$ cat src/rtl/reg_file.sv
// RV32IM integer register file: 32 x 32-bit, x0 reads as zero, two combinational read ports, one write port.
// Define REG_FILE_BYPASS_EN to forward the in-flight write data to a read port addressing the same register.
module reg_file #(
  parameter int DATA_W   = 32,
  parameter int ADDR_W   = 5,
  parameter int NUM_REGS = 32
) (
  input  logic              ip_clk,
  input  logic              ip_rst,
  input  logic              ip_wr_en,
  input  logic [ADDR_W-1:0] ip_rd_addr,
  input  logic [DATA_W-1:0] ip_wr_data,
  input  logic [ADDR_W-1:0] ip_rs1_addr,
  input  logic [ADDR_W-1:0] ip_rs2_addr,
  output logic [DATA_W-1:0] op_rs1,
  output logic [DATA_W-1:0] op_rs2
);

  logic [DATA_W-1:0] reg_q [NUM_REGS];

  // The asynchronous clear rules out block RAM, so each register is its own flop bank.
  for (genvar gi = 0; gi < NUM_REGS; gi++) begin : g_reg
    if (gi == 0) begin : g_zero
      assign reg_q[gi] = '0;
    end else begin : g_store
      logic [DATA_W-1:0] q;
      always_ff @(posedge ip_clk or posedge ip_rst) begin
        if (ip_rst) begin
          q <= '0;
        end else if (ip_wr_en && (ip_rd_addr == ADDR_W'(gi))) begin
          q <= ip_wr_data;
        end
      end
      assign reg_q[gi] = q;
    end
  end

`ifdef REG_FILE_BYPASS_EN
  logic fwd_rs1;
  logic fwd_rs2;

  // Stored contents are already zero under reset; forwarding must be blocked too.
  assign fwd_rs1 = !ip_rst && ip_wr_en && (ip_rd_addr != '0) && (ip_rs1_addr == ip_rd_addr);
  assign fwd_rs2 = !ip_rst && ip_wr_en && (ip_rd_addr != '0) && (ip_rs2_addr == ip_rd_addr);

  always_comb begin
    op_rs1 = fwd_rs1 ? ip_wr_data : reg_q[ip_rs1_addr];
    op_rs2 = fwd_rs2 ? ip_wr_data : reg_q[ip_rs2_addr];
  end
`else
  always_comb begin
    op_rs1 = reg_q[ip_rs1_addr];
    op_rs2 = reg_q[ip_rs2_addr];
  end
`endif

endmodule

$ cat config.mk
export PLATFORM = sky130hd
export DESIGN_NAME = reg_file
export DESIGN_NICKNAME = d
export VERILOG_FILES = /design/src/rtl/reg_file.sv
export SDC_FILE = /design/constraint.sdc
export NUM_CORES = 2
export LEC_CHECK = 0
export CAP_MARGIN = 40
export CELL_PAD_IN_SITES_DETAIL_PLACEMENT = 0
export CELL_PAD_IN_SITES_GLOBAL_PLACEMENT = 1
export CORE_ASPECT_RATIO = 1.2
export CORE_MARGIN = 1
export CORE_UTILIZATION = 50
export CTS_BUF_LIST = sky130_fd_sc_hd__clkbuf_16
export CTS_CLUSTER_DIAMETER = 80
export DETAILED_ROUTE_END_ITERATION = 7
export GPL_ROUTABILITY_DRIVEN = 1
export PLACE_DENSITY = 0.81
export SYNTH_ARGS = -nofsm -noshare
export SYNTH_HDL_FRONTEND = slang
export SYNTH_SLANG_ARGS = --single-unit
$ cat constraint.sdc
create_clock -name ip_clk -period 99.7 [get_ports ip_clk]
set_clock_uncertainty 0.1 [all_clocks]
set_input_delay 19.94 -clock ip_clk [delete_from_list [all_inputs] [get_ports ip_clk]]
set_output_delay 19.94 -clock ip_clk [all_outputs]
set_load 0.05 [all_outputs]
* Yosys cells after proc, flatten, opt, wreduce, memory -nomap -nowiden *
Index checks and enable logic that the tools add are counted.

storage, ports and cells
  flip-flop bits (word level) = 992
  output and inout port bits = 64

cells by class
  equal/unequal tests = 31
  bitwise gates (word level) = 2
  reductions and logical operators = 31
  mux-type cells = 6
  order comparisons = 2

operators with widths
  operator              count
  $bmux W32 S5          2
  $mux W32              4
  $eq A5 B5 Y1 const B  16
  $eq A5 B4 Y1 const B  8
  $logic_and A1 B1 Y1   31
  $eq A5 B3 Y1 const B  4
  $ge A6 B6 Y1 const B  2
  $not A5 Y6            2
  $eq A5 B2 Y1 const B  2
  $eq A5 B1 Y1 const B  1

* Longest topological paths before layout *
  depth after elaboration = 4
  gate-level depth with buffers = 9
  depth with buffers taken out = 4

* Least setup slack after synthesis *
Ideal clock, no wire load.

  path type = input port to output port
  start point = in ip_rs2_addr[2]
  end point = out op_rs2[10]
  data required time = 79.660 ns
  arrival = 22.184 ns
  slack = 57.476 ns
  stages on the path = 8
  path buffers = 4
  cells stage by stage = buf_2 -> buf_2 -> buf_2 -> nand2_1 -> buf_2 -> o22ai_1 -> a211oi_1 -> o31ai_1

on the way
  word-level cells in the longest chain between the ends = 4

ends and longest elaborated chain
  element                                      line  text
  from (decl)                                  14    input logic [ADDR_W-1:0] ip_rs2_addr,
  $not A5 Y6 (implied by the code)             53    op_rs2 = reg_q[ip_rs2_addr];
  $bmux W32 S5                                 53
  $mux W32 (implied by the code) (2 in a row)  53
  to (decl)                                    16    output logic [DATA_W-1:0] op_rs2

Every way passes these cells. The select of a mux whose other input is x is not followed.

* Final worst setup path *
  start point = in ip_rs1_addr[0]
  end point = out op_rs1[26]

on the way
  word-level cells in the longest chain between the ends = 4

ends and longest elaborated chain
  element                                      line  text
  from (decl)                                  13    input logic [ADDR_W-1:0] ip_rs1_addr,
  $not A5 Y6 (implied by the code)             52    op_rs1 = reg_q[ip_rs1_addr];
  $bmux W32 S5                                 52
  $mux W32 (implied by the code) (2 in a row)  52
  to (decl)                                    15    output logic [DATA_W-1:0] op_rs1,

Every way passes these cells. The select of a mux whose other input is x is not followed.

==> reports/results.ini <==
[clocking]
clock-sinks=992
cts_buffer_depth=3
cts-root-buf=clkbuf_16
cts_setup_buffers=0
hold_buffers=0
insertion_delay_ps=690
cts_buffers=100
h-tree-depth=3
cts_tree=done
path_clk_slew_ps=60
cts_resized=0

[place]
place_hpwl_mm=90.4
place_area_um2=56100
io_buffers=113
gp_congestion=0.796

[floorplan]
design.die.area_um2=108000
initial_core_util=0.506
ios=114
coreArea_um2=105000
rows=130
die_width_um=300
die_h_um=359

[synth]
ys_seq_area_frac=0.467
async_flop_share=1.00
synth_area_um2=53200
synth-edff-count=0
synth_top_area_frac=0.467
ys.flop_type=dfrtp_1
ys_top_cells_by_area=dfrtp_1, mux2_2, mux4_2
synth_cells=3636
synth_largest_area_cell=dfrtp_1
syn_nets=3686
ys_warn_count=0
avgSynthCellArea_um2=14.6
synth_seq_cells=992
synth_cell_type_count=31

[cells_and_area]
syn2layout_area_growth_pct=11.7
layout-drive-gt1-share=0.472
design_area_um2=59400
largest_register_ffs=992
layout_common_cells=mux2_2, dfrtp_1, mux4_2
top_register=g.g_store.q
largestRegisters=g.g_store.q: 992 flops
final_common_cell=mux2_2
nNetsFinal=3625

[grt]
antenna_found_initial=5
grt_max_degree=170
grt_pass1_vias=36000
grt_pass1_wl_mm=246
grt.overflow.total=0
grt_util_all_layers=0.308

[sta]
post-route-min-period_ps=44190
final_hold_viol_count=0
rsz0062_at_grt=false
fin_tns_setup_ps=0
setup_violations=0
max_freq_mhz=22.6
relSlewSlack=0.320
fin_crit_sh=0.443
worstMarginPinSlew_ps=1020
hold_ws_ps=415
drv_slew=0

[power]
p_per_area_nw_per_um2=20.2
leakage_uw=0.0257
peakVddDrop_uv=14.9

[critical_path]
path_buf_inv=5
path_max_fanout=62
worstRegToRegCells=1
critPathKind=in2out
crit_path_top_delay_cell=buf_4
crit_top_cell=buf_4
required_ps=79660
timing.rr.start=g_reg[24].g_store.q[31]$_DFFE_PP0P_
worstPathArrival_ps=24150
critPathCaptureType=output pin
slowest_delay_ps=780
crit_chain=buf_8 -> buf_4 -> buf_4 -> buf_16 -> mux4_2 -> a22o_1 -> o21ai_1 -> o31ai_1 -> clkdlybuf4s50_1
critPathLaunchType=input pin
ff2ff_setup_slack_ps=98780
r2r-end=g_reg[24].g_store.q[31]$_DFFE_PP0P_
cp_top_family=buffers and inverters

[drt]
viasPerCell=6.86
first_pass_iters=5
top_layer_used=met5
dr.first_iter.drc_count=3358
drc=0
ant_nets=0
wl_met1_mm=67.1
drt_wl_total_mm=164
vias=34600
avgRoutedWirePerCell_um=32.5
met3_length_mm=13.4
wl_met2_mm=77.0

[outcome]
status=complete, no violations

[flow_run]
cap_violations=0

[hold_path]
hold_path_end=g_reg[28].g_store.q[2]$_DFFE_PP0P_
hp-class=reg2reg
hold_depth=1
hp-start=g_reg[28].g_store.q[2]$_DFFE_PP0P_

## report_power, final
part           switching, µW  internal, µW
logic                    113           153
clock network            166           227
registers               58.5           482
## metrics by stage
| step | instances | util | setup slack, ps | total power [µW] |
|---|---|---|---|---|
| 2_1_floorplan | 3636 | - | 51750 | 738 |
| 3_3_place_gp | 4809 | 0.524 | 55240 | 796 |
| 3_5_place_dp | 4859 | 0.533 | 55480 | 810 |
| 4_1_cts | 5044 | 0.566 | 55460 | 1200 |
| 5_1_grt | 5045 | 0.566 | 55320 | 1250 |
| 6_report | 5045 | 0.566 | 55510 | 1200 |
## area by class of cell
type / count / area [µm²]
fillers: 8405 / 45600
multi-input cells: 2237 / 26700
repair buffers: 241 / 2780
flip-flops and latches: 992 / 24800
diodes: 1 / 2.50
clock inverters: 81 / 782
inverters: 3 / 21.3
well taps: 1386 / 1730
clock buffers: 104 / 2600
## worst max path at each step
stage              startpoint                                 end  slack [ps]  depth (start not counted)
3_3_place_gp   ip_rs1_addr[0]                          op_rs1[22]       55240                          8
4_1_cts        ip_rs1_addr[0]                          op_rs1[26]       55460                          9
5_1_grt        ip_rs1_addr[0]                          op_rs1[26]       55320                          9
2_1_floorplan          ip_rst  g_reg[10].g_store.q[0]$_DFFE_PP0P_       51750                          1
3_5_place_dp   ip_rs1_addr[0]                          op_rs1[26]       55480                          9
6_report       ip_rs1_addr[0]                          op_rs1[26]       55510                          9
## logic make-up after synthesis
family                 Yosys count  share of synthesized area
AO/OA/AOI/OAI                  448                     0.0632
multiplexers                  1600                      0.416
flip-flops                     992                      0.467
buffers and inverters          407                     0.0359
AND/OR/NAND/NOR                189                     0.0181
## metal layers
metal  track usage  up-vias
met5             0        -
met4         0.114        6
met3        0.0599      380
met2         0.483     1575
met1         0.426    18700
li1              -    14000
## Yosys cell counts (34+ instances only)
| cell | n |
|---|---|
| mux2_2 | 1009 |
| dfrtp_1 | 992 |
| mux4_2 | 384 |
| clkbuf_1 | 199 |
| a22o_1 | 192 |
| buf_2 | 160 |
| mux2i_1 | 160 |
| nand2_1 | 79 |
| a211oi_1 | 64 |
| o22ai_1 | 64 |
| o31ai_1 | 64 |
| o21ai_1 | 63 |
| mux2_1 | 47 |
| and2_1 | 34 |
Power figures use the tool's default switching activity.
